## src/rtl/regfile_sb_if.sv

```systemverilog
// Bus bundle between the ID/WB stages (master) and the register file with pending scoreboard (slave).
interface regfile_sb_if #(
  parameter int DATA_W = 32,
  parameter int ADDR_W = 4,
  parameter int NUM_RD = 2
);
  logic [NUM_RD*ADDR_W-1:0] src;
  logic [NUM_RD*DATA_W-1:0] rdata;
  logic [NUM_RD-1:0]        rpend;
  logic                     wb_en;
  logic [ADDR_W-1:0]        dest_wb;
  logic [DATA_W-1:0]        result_wb;
  logic                     iss_en;
  logic [ADDR_W-1:0]        iss_dest;
  logic                     flush;
  logic [ADDR_W:0]          pend_cnt;

  modport master (
    output src, wb_en, dest_wb, result_wb, iss_en, iss_dest, flush,
    input  rdata, rpend, pend_cnt
  );

  modport slave (
    input  src, wb_en, dest_wb, result_wb, iss_en, iss_dest, flush,
    output rdata, rpend, pend_cnt
  );
endinterface

```

## src/rtl/regfile_sb.sv

```systemverilog
// Multi-port register file with per-register pending scoreboard for the hazard unit.
// Optional REGFILE_BYPASS_EN forwards a same-cycle write-back onto the read ports.
module regfile_sb #(
  parameter int DATA_W   = 32,
  parameter int ADDR_W   = 4,
  parameter int NUM_REGS = 15,
  parameter int NUM_RD   = 2,
  parameter int ZERO_REG = 1
) (
  input logic         clk,
  input logic         rst,
  regfile_sb_if.slave bus
);
  localparam bit ZR = (ZERO_REG != 0);

  logic [DATA_W-1:0]        regs_q [NUM_REGS];
  logic [DATA_W-1:0]        regs_d [NUM_REGS];
  logic [NUM_REGS-1:0]      pend_q, pend_d;
  logic [ADDR_W:0]          pend_cnt_q, pend_cnt_d;
  logic [NUM_RD*DATA_W-1:0] rdata_c;
  logic [NUM_RD-1:0]        rpend_c;

  always_comb begin
    regs_d     = regs_q;
    pend_d     = pend_q;
    pend_cnt_d = '0;
    for (int i = 0; i < NUM_REGS; i++) begin
      if (!ZR || i != 0) begin
        if (bus.wb_en && bus.dest_wb == ADDR_W'(i)) begin
          regs_d[i] = bus.result_wb;
          pend_d[i] = 1'b0;
        end
        // Issue after write-back: the new producer keeps the bit set.
        if (bus.iss_en && bus.iss_dest == ADDR_W'(i)) begin
          pend_d[i] = 1'b1;
        end
      end
    end
    if (bus.flush) begin
      pend_d = '0;
    end
    for (int i = 0; i < NUM_REGS; i++) begin
      pend_cnt_d = pend_cnt_d + {{ADDR_W{1'b0}}, pend_d[i]};
    end
  end

  always_ff @(posedge clk) begin
    if (rst) begin
      for (int i = 0; i < NUM_REGS; i++) begin
        regs_q[i] <= DATA_W'(i);
      end
      pend_q     <= '0;
      pend_cnt_q <= '0;
    end else begin
      regs_q     <= regs_d;
      pend_q     <= pend_d;
      pend_cnt_q <= pend_cnt_d;
    end
  end

`ifdef REGFILE_BYPASS_EN
  localparam logic [ADDR_W:0] NREG = (ADDR_W+1)'(NUM_REGS);
  logic wb_ok;
  assign wb_ok = bus.wb_en && ({1'b0, bus.dest_wb} < NREG) && !(ZR && bus.dest_wb == '0);
`endif

  always_comb begin
    rdata_c = '0;
    rpend_c = '0;
    for (int k = 0; k < NUM_RD; k++) begin
      for (int i = 0; i < NUM_REGS; i++) begin
        if ((!ZR || i != 0) && bus.src[k*ADDR_W +: ADDR_W] == ADDR_W'(i)) begin
          rdata_c[k*DATA_W +: DATA_W] = regs_q[i];
          rpend_c[k]                  = pend_q[i];
        end
      end
`ifdef REGFILE_BYPASS_EN
      if (wb_ok && bus.src[k*ADDR_W +: ADDR_W] == bus.dest_wb) begin
        rdata_c[k*DATA_W +: DATA_W] = bus.result_wb;
        rpend_c[k]                  = bus.iss_en && (bus.iss_dest == bus.dest_wb);
      end
`endif
    end
  end

  assign bus.rdata    = rdata_c;
  assign bus.rpend    = rpend_c;
  assign bus.pend_cnt = pend_cnt_q;
endmodule

```

## src/flat_wrapper.sv

```systemverilog
// flat-port wrapper written by rule: the top's interface ports become plain ports
module regfile_sb_flat 
#(
  parameter int DATA_W   = 32,
  parameter int ADDR_W   = 4,
  parameter int NUM_REGS = 15,
  parameter int NUM_RD   = 2,
  parameter int ZERO_REG = 1
)
  (clk, rst, bus_src, bus_wb_en, bus_dest_wb, bus_result_wb, bus_iss_en, bus_iss_dest, bus_flush, bus_rdata, bus_rpend, bus_pend_cnt);
  regfile_sb_if #(.DATA_W(DATA_W), .ADDR_W(ADDR_W), .NUM_RD(NUM_RD)) bus_i ();
  input logic clk;
  input logic rst;
  input wire logic [$bits(bus_i.src)-1:0] bus_src;
  input wire logic [$bits(bus_i.wb_en)-1:0] bus_wb_en;
  input wire logic [$bits(bus_i.dest_wb)-1:0] bus_dest_wb;
  input wire logic [$bits(bus_i.result_wb)-1:0] bus_result_wb;
  input wire logic [$bits(bus_i.iss_en)-1:0] bus_iss_en;
  input wire logic [$bits(bus_i.iss_dest)-1:0] bus_iss_dest;
  input wire logic [$bits(bus_i.flush)-1:0] bus_flush;
  output wire logic [$bits(bus_i.rdata)-1:0] bus_rdata;
  output wire logic [$bits(bus_i.rpend)-1:0] bus_rpend;
  output wire logic [$bits(bus_i.pend_cnt)-1:0] bus_pend_cnt;
  assign bus_i.src = bus_src;
  assign bus_i.wb_en = bus_wb_en;
  assign bus_i.dest_wb = bus_dest_wb;
  assign bus_i.result_wb = bus_result_wb;
  assign bus_i.iss_en = bus_iss_en;
  assign bus_i.iss_dest = bus_iss_dest;
  assign bus_i.flush = bus_flush;
  assign bus_rdata = bus_i.rdata;
  assign bus_rpend = bus_i.rpend;
  assign bus_pend_cnt = bus_i.pend_cnt;
  regfile_sb #(.DATA_W(DATA_W), .ADDR_W(ADDR_W), .NUM_REGS(NUM_REGS), .NUM_RD(NUM_RD), .ZERO_REG(ZERO_REG)) u_core (.clk(clk), .rst(rst), .bus(bus_i));
endmodule
```

## config.mk

```make
export PLATFORM = sky130hd
export DESIGN_NAME = regfile_sb_flat
export DESIGN_NICKNAME = d
export VERILOG_FILES = /design/src/rtl/regfile_sb_if.sv /design/src/rtl/regfile_sb.sv /design/src/flat_wrapper.sv
export SDC_FILE = /design/constraint.sdc
export NUM_CORES = 1
export LEC_CHECK = 0
export CAP_MARGIN = 0
export CORE_ASPECT_RATIO = 1.4
export CORE_MARGIN = 2
export CORE_UTILIZATION = 28
export CTS_CLUSTER_SIZE = 16
export DETAILED_ROUTE_END_ITERATION = 16
export GPL_TIMING_DRIVEN = 0
export PLACE_DENSITY = 0.54
export SLEW_MARGIN = 20
export SYNTH_ARGS = -nofsm -noshare
export SYNTH_HDL_FRONTEND = slang
export SYNTH_SLANG_ARGS = --single-unit
```

## constraint.sdc

```tcl
create_clock -name clk -period 9.2 [get_ports clk]
set_input_delay 1.38 -clock clk [delete_from_list [all_inputs] [get_ports clk]]
set_output_delay 1.38 -clock clk [all_outputs]
set_load 0.005 [all_outputs]
```

== Word-level counts from Yosys, hierarchy flattened ==
Index checks and enable logic that the tools add are counted.
W data, S select, Z words.

* Flip-flop bits (word level): 468
* Word-level logic and storage cells: 199
* Memory bits (read-only): 0
* Bits of input ports: 53
* Latch bits: 0
* RAM bits: 0
* Memories: 0

* Eq/ne operators: 56
* Reductions and logical operators: 28
* Bitwise operators: 0
* Shift-type cells: 0
* Muxes and demuxes: 85
* $mul: 0
* Magnitude comparators: 0
* $add $sub $neg: 14
* Divide/modulo/power cells: 0

{| class="wikitable"
|+ Operators by type and width
! operator !! number
|-
| $mux W32 || 28
|-
| $eq A4 B4 Y1 const B || 28
|-
| $add A5 B1 Y5 || 13
|-
| $eq A4 B3 Y1 const B || 16
|-
| $mux W1 || 56
|-
| $eq A4 B2 Y1 const B || 8
|-
| $logic_and A1 B1 Y1 || 28
|-
| $eq A4 B1 Y1 const B || 4
|-
| $mux W15 || 1
|-
| $add A1 B1 Y2 || 1
|}

== Longest topological paths before layout ==
* Depth after elaboration: 19
* Gate-level depth with buffers: 19
* Mapped depth without buffers: 18

== Least setup slack after synthesis ==
No wires, ideal clock.

* Path type: input to register
* Start point: in bus_dest_wb[0]
* End point: reg u_core.pend_cnt_q[4], in the netlist u_core.bus.pend_cnt[4]
* Slack: 3.732 ns
* Path buffers: 1
* Data arrival time: 5.338 ns
* Cell stages on the path: 16
* Cell sequence: clkbuf_1 nor2b_1 nand2_1 a32oi_1 nor2_1 ha_1 inv_1 fa_1 fa_1 fa_1 fa_1 inv_1 ha_1 fa_1 a21oi_1 nor3b_1

* Cells in the longest elaborated chain, start to end: 19
* Elaborated cells between the ends (all ways): 71
* Classes of those cells: add/sub: 14; eq/ne: 14; mux: 29; reduce/logical: 14

{| class="wikitable"
|+ RTL lines
! what !! line !! RTL
|-
| from (decl) || flat_wrapper.sv:16 || <nowiki>input wire logic [$bits(bus_i.dest_wb)-1:0] bus_dest_wb;</nowiki>
|-
| $eq A4 B1 Y1 || regfile_sb.sv:29 || <nowiki>if (bus.wb_en && bus.dest_wb == ADDR_W'(i)) begin</nowiki>
|-
| $logic_and A1 B1 Y1 || regfile_sb.sv:29 ||
|-
| $mux W1 || regfile_sb.sv:29 ||
|-
| $mux W1 || regfile_sb.sv:34 || <nowiki>if (bus.iss_en && bus.iss_dest == ADDR_W'(i)) begin</nowiki>
|-
| $mux W15 || regfile_sb.sv:39 || <nowiki>if (bus.flush) begin</nowiki>
|-
| net u_core.pend_d[1] || regfile_sb.sv:18 || <nowiki>logic [NUM_REGS-1:0] pend_q, pend_d;</nowiki>
|-
| $add A1 B1 Y2 || regfile_sb.sv:43 || <nowiki>pend_cnt_d = pend_cnt_d + {{ADDR_W{1'b0}}, pend_d[i]};</nowiki>
|-
| $add A5 B1 Y5 (13 in series) || regfile_sb.sv:43 ||
|-
| to (signal assigned) || regfile_sb.sv:57 || <nowiki>pend_cnt_q <= pend_cnt_d;</nowiki>
|-
| to (decl) || regfile_sb.sv:19 || <nowiki>logic [ADDR_W:0] pend_cnt_q, pend_cnt_d;</nowiki>
|}

The timed path passes the listed nets, and every way through them passes these cells.
A chain may end at the register's enable or synchronous reset.

== Worst setup path after layout ==
* Start point: in bus_src[1]
* End point: out bus_rdata[24]

* Cells in the longest elaborated chain, start to end: 15
* Elaborated cells between the ends (all ways): 28
* Classes of those cells: eq/ne: 14; mux: 14

{| class="wikitable"
|+ RTL lines
! what !! line !! RTL
|-
| from (decl) || flat_wrapper.sv:14 || <nowiki>input wire logic [$bits(bus_i.src)-1:0] bus_src;</nowiki>
|-
| $eq A4 B1 Y1 || regfile_sb.sv:72 || <nowiki>if ((!ZR || i != 0) && bus.src[k*ADDR_W +: ADDR_W] == ADDR_W'(i)) begin</nowiki>
|-
| $mux W32 (13 in series) || regfile_sb.sv:72 ||
|-
| $mux W32 (*) || regfile_sb.sv:72 ||
|-
| to (decl) || flat_wrapper.sv:21 || <nowiki>output wire logic [$bits(bus_i.rdata)-1:0] bus_rdata;</nowiki>
|}

Mark *: on every way between the ends. The rest lies on a longest branch, timed or not.

==> results.md <==
* Via density per instance at roughly 6.4
* Crit-path max FO at 10
* Port-buffer cells at between 100 and 150
* Hpwl dp at between 100000 and 150000 um
* Die Width at between 200 and 300 um
* Peak supply drop at between 0.1 and 0.15 mV
* CTS Buf Count at 52
* Crit. End Element: primary output
* Initial DRC Count at 4911
* Predominant post-synthesis flop cell: dfxtp_1
* Post-Synthesis Cells at between 3000 and 4000
* Count of different cell masters after synthesis at 80
* Vias in the first global route at ~29000
* Max Slew Vio Count at 0
* Syn Std Cell Area at between 0.02 and 0.03 mm^2
* Max-cap violations at 0
* Period utilization at approximately 82%
* Worst Path Required at around 7.8 ns
* Worst Skew at between 0.005 and 0.006 ns
* Mapped Nets at between 3000 and 4000
* Grt ovf at 0
* Worst hold path class: flip-flop to flip-flop
* Worst EP arrival at between 6 and 7 ns
* DRC viols at 0
* Fmax at about 130 MHz
* Clock Path Buffers at 3
* Initial antenna violation count at 15
* Final setup vio count at 0
* WS Path Type: input pin to primary output
* Core Footprint at 0.09113 mm^2
* First-pass GRT wire length at around 260000 um
* Die Area at between 0.09 and 0.1 mm^2
* Clock sinks at approximately 470
* GP Congestion at between 1 and 1.5
* Pwr Density at around 170 mW/mm^2
* CTS H-Tree Depth at 2
* Pleak at between 0.01 and 0.015 uW
* Startpoint types: input pin
* Worst-skew pair later-pin latency at 0.65 ns
* Drt pass-1 iters at 8
* EDFF count, synth at 0
* CTS tree: done
* Worst-path clk slew at ~0.070 ns
* Synth warn at 0
* Hold-fix buffers, CTS at 0
* Crit path time final at between 7 and 8 ns
* Async SR Flop Fraction at 0%
* Final setup TNS at 0 ns
* Outcome: completed
* Actual slew at the worst max-slew pin at 1.362 ns
* Largest net degree at the start of global routing at 15
* Nets at about 3800
* CTS resizes at 0
* Seq/Total Area, Yosys at between 30% and 40%
* I/O pin total at roughly 120
* DR WL/cell at ~39 um
* Die height at about 360 um
* Synth-to-Final Area Change at 17.96%
* Final Hold Fails at 0
* Post-CTS Setup Inserts at 0
* Via count at about 31000
* Total Routing Usage GR at roughly 40%
* Starting density of the core at 28.22%
* #FFs+latches synth at approximately 470
* RSZ-0062 raised after global routing: no
* Mean Syn Cell Area at between 7 and 8 um^2
* CTS root buf: clkbuf_16
* Final design utilization at 33.29%
* Antenna-violating nets left at 0
* Max-Slew Margin vs Limit at under 10%
* WL final at approximately 190000 um
* Share of cells above drive strength 1 at 8.423%
* Rows at roughly 130
[logic make-up (layout without fill, tap and decap cells)]
logic type	count (synthesis)	after routing	share of synthesized area, %
DFF	468	468	36.43
adders and majority gates	15	15	0.9923
and+or+nand+nor	1356	1356	22.19
other	0	9	0
buffers and inverters	361	582	6.168
xor gates and xnor gates	2	2	0.06812
muxes	164	164	7.462
AOI/OAI and AO/OA	1141	1141	26.69
[cells in the mapped netlist, types with 8 or more instances]
master        n  area (um^2)
o21ai_1      23        115.1
nand3_1      23        115.1
clkbuf_1    209        784.5
nor2b_1      35        219.0
fa_1          9        180.2
buf_1         8        30.03
dfxtp_1     468         9369
or2_2        10        62.56
nand3b_1     37        277.8
a22o_1       20        175.2
a211oi_1     19        142.6
a32oi_1       8        70.07
mux4_2       19        427.9
a22oi_1      62        465.5
mux2i_1     113         1131
a21o_1       15        112.6
a221oi_1     13        113.9
mux2_2       31        349.1
o221ai_1     31        271.5
a2bb2oi_1     9        78.83
a21oi_1     572         2863
buf_4        19        142.6
nor3_1       26        130.1
o32ai_1      10        87.58
o22ai_1     119        744.5
and3b_1      16        140.1
nand2b_1     23        143.9
nand2_1    1016         3814
o21a_1        8        60.06
a31oi_1       9        56.30
nor2_1      133        499.2
o211ai_1      8        60.06
a21boi_0     13        97.59
a222oi_1     15        150.1
o31ai_1       8        60.06
o21ai_0     124        620.6
inv_1        26        97.59
buf_2        92        460.4
[layer usage]
layer | up-vias | global-route usage [%] | wire, um
met2 | 2491 | 62.32 | 84480
met1 | 15290 | 44.79 | 68270
met5 | - | 0.6289 | 56
met4 | 8 | 36.56 | 22820
li1 | 12668 | - | -
met3 | 927 | 11.01 | 19110
[state kept, by name (all words and copies together) (netlist names)]
name,flops
u_core.bus.pend_cnt,5
u_core.pend_q,15
u_core.regs_q,448
[placed cells by master, fill, tap and decap left out, types with 10 or more instances in the layout]
cell	synthesis	routed
o221ai_1	31	31
and3b_1	16	16
a222oi_1	15	15
nand3_1	23	23
clkbuf_16	0	54
a21o_1	15	15
a22o_1	20	20
clkbuf_2	0	10
mux2_2	31	31
buf_4	19	23
a221oi_1	13	13
nand2b_1	23	23
or2_2	10	10
clkinv_2	0	10
a22oi_1	62	62
o21ai_1	23	24
mux4_2	19	19
dfxtp_1	468	468
o21ai_0	124	123
nand2_1	1016	1016
mux2i_1	113	113
a211oi_1	19	18
clkbuf_1	209	206
nand3b_1	37	37
nor3_1	26	22
nor2b_1	35	35
inv_1	26	26
clkdlybuf4s50_1	0	119
o22ai_1	119	119
a21boi_0	13	13
a21oi_1	572	572
o32ai_1	10	10
buf_2	92	94
nor2_1	133	132
[report_power, final]
group	total, uW	internal [uW]	leakage, uW	switching [uW]
clock	2300	1290	0.000882	1010
sequential	2090	2050	0.00378	39.3
combinational	871	223	0.00543	648
total	5260	3570	0.0101	1690
[path summary, 6_finish.rpt]
kind	from	slack, ns	cells past startpoint	to
setup / recovery	bus_src[1]	1.64	10	bus_rdata[24]
hold / removal	u_core.regs_q[286]$_SDFFE_PP0P_	0.46	2	u_core.regs_q[286]$_SDFFE_PP0P_
setup reg to reg	u_core.pend_q[1]$_SDFF_PP0_	5.13	13	u_core.bus.pend_cnt[4]$_SDFF_PP0_
hold reg to reg	u_core.regs_q[286]$_SDFFE_PP0P_	0.46	2	u_core.regs_q[286]$_SDFFE_PP0P_
[critical path, cell delays in order]
cell	delay [ns]
clkdlybuf4s50_1	0.63
buf_2	0.36
buf_2	0.43
buf_2	0.53
o21ai_0	0.41
o2bb2ai_1	0.29
a41oi_1	0.96
o221ai_1	0.30
a21oi_1	0.30
clkdlybuf4s50_1	0.55
[through the flow]
| step | instances | hold WS, ns | area, um^2 | worst slack (ns) | total power (uW) |
|---|---|---|---|---|---|
| floorplan | 3507 | 0.4363 | 25720 | 3.732 | 2468 |
| global placement | 4823 | 0.4463 | 28410 | 2.020 | 2942 |
| detailed placement | 4825 | 0.4540 | 28450 | 1.941 | 2940 |
| CTS | 4922 | 0.4633 | 30260 | 2.164 | 5199 |
| global route | 4925 | 0.4900 | 30320 | 1.866 | 5325 |
| finish | 4934 | 0.4637 | 30340 | 1.641 | 5262 |
[layout make-up]
cell class                 instances  area (um^2)
antenna                            9        22.52
buffer                           334         1500
clock buffer                      70         1501
clock inverter                    27        306.5
fill                            9972        60790
inverter                          27        101.3
multi-input combinational       2678        14810
sequential                       468         9369
tap                             1197         1498
timing repair buffer             124         1236
(Power assumes the default switching activity.)
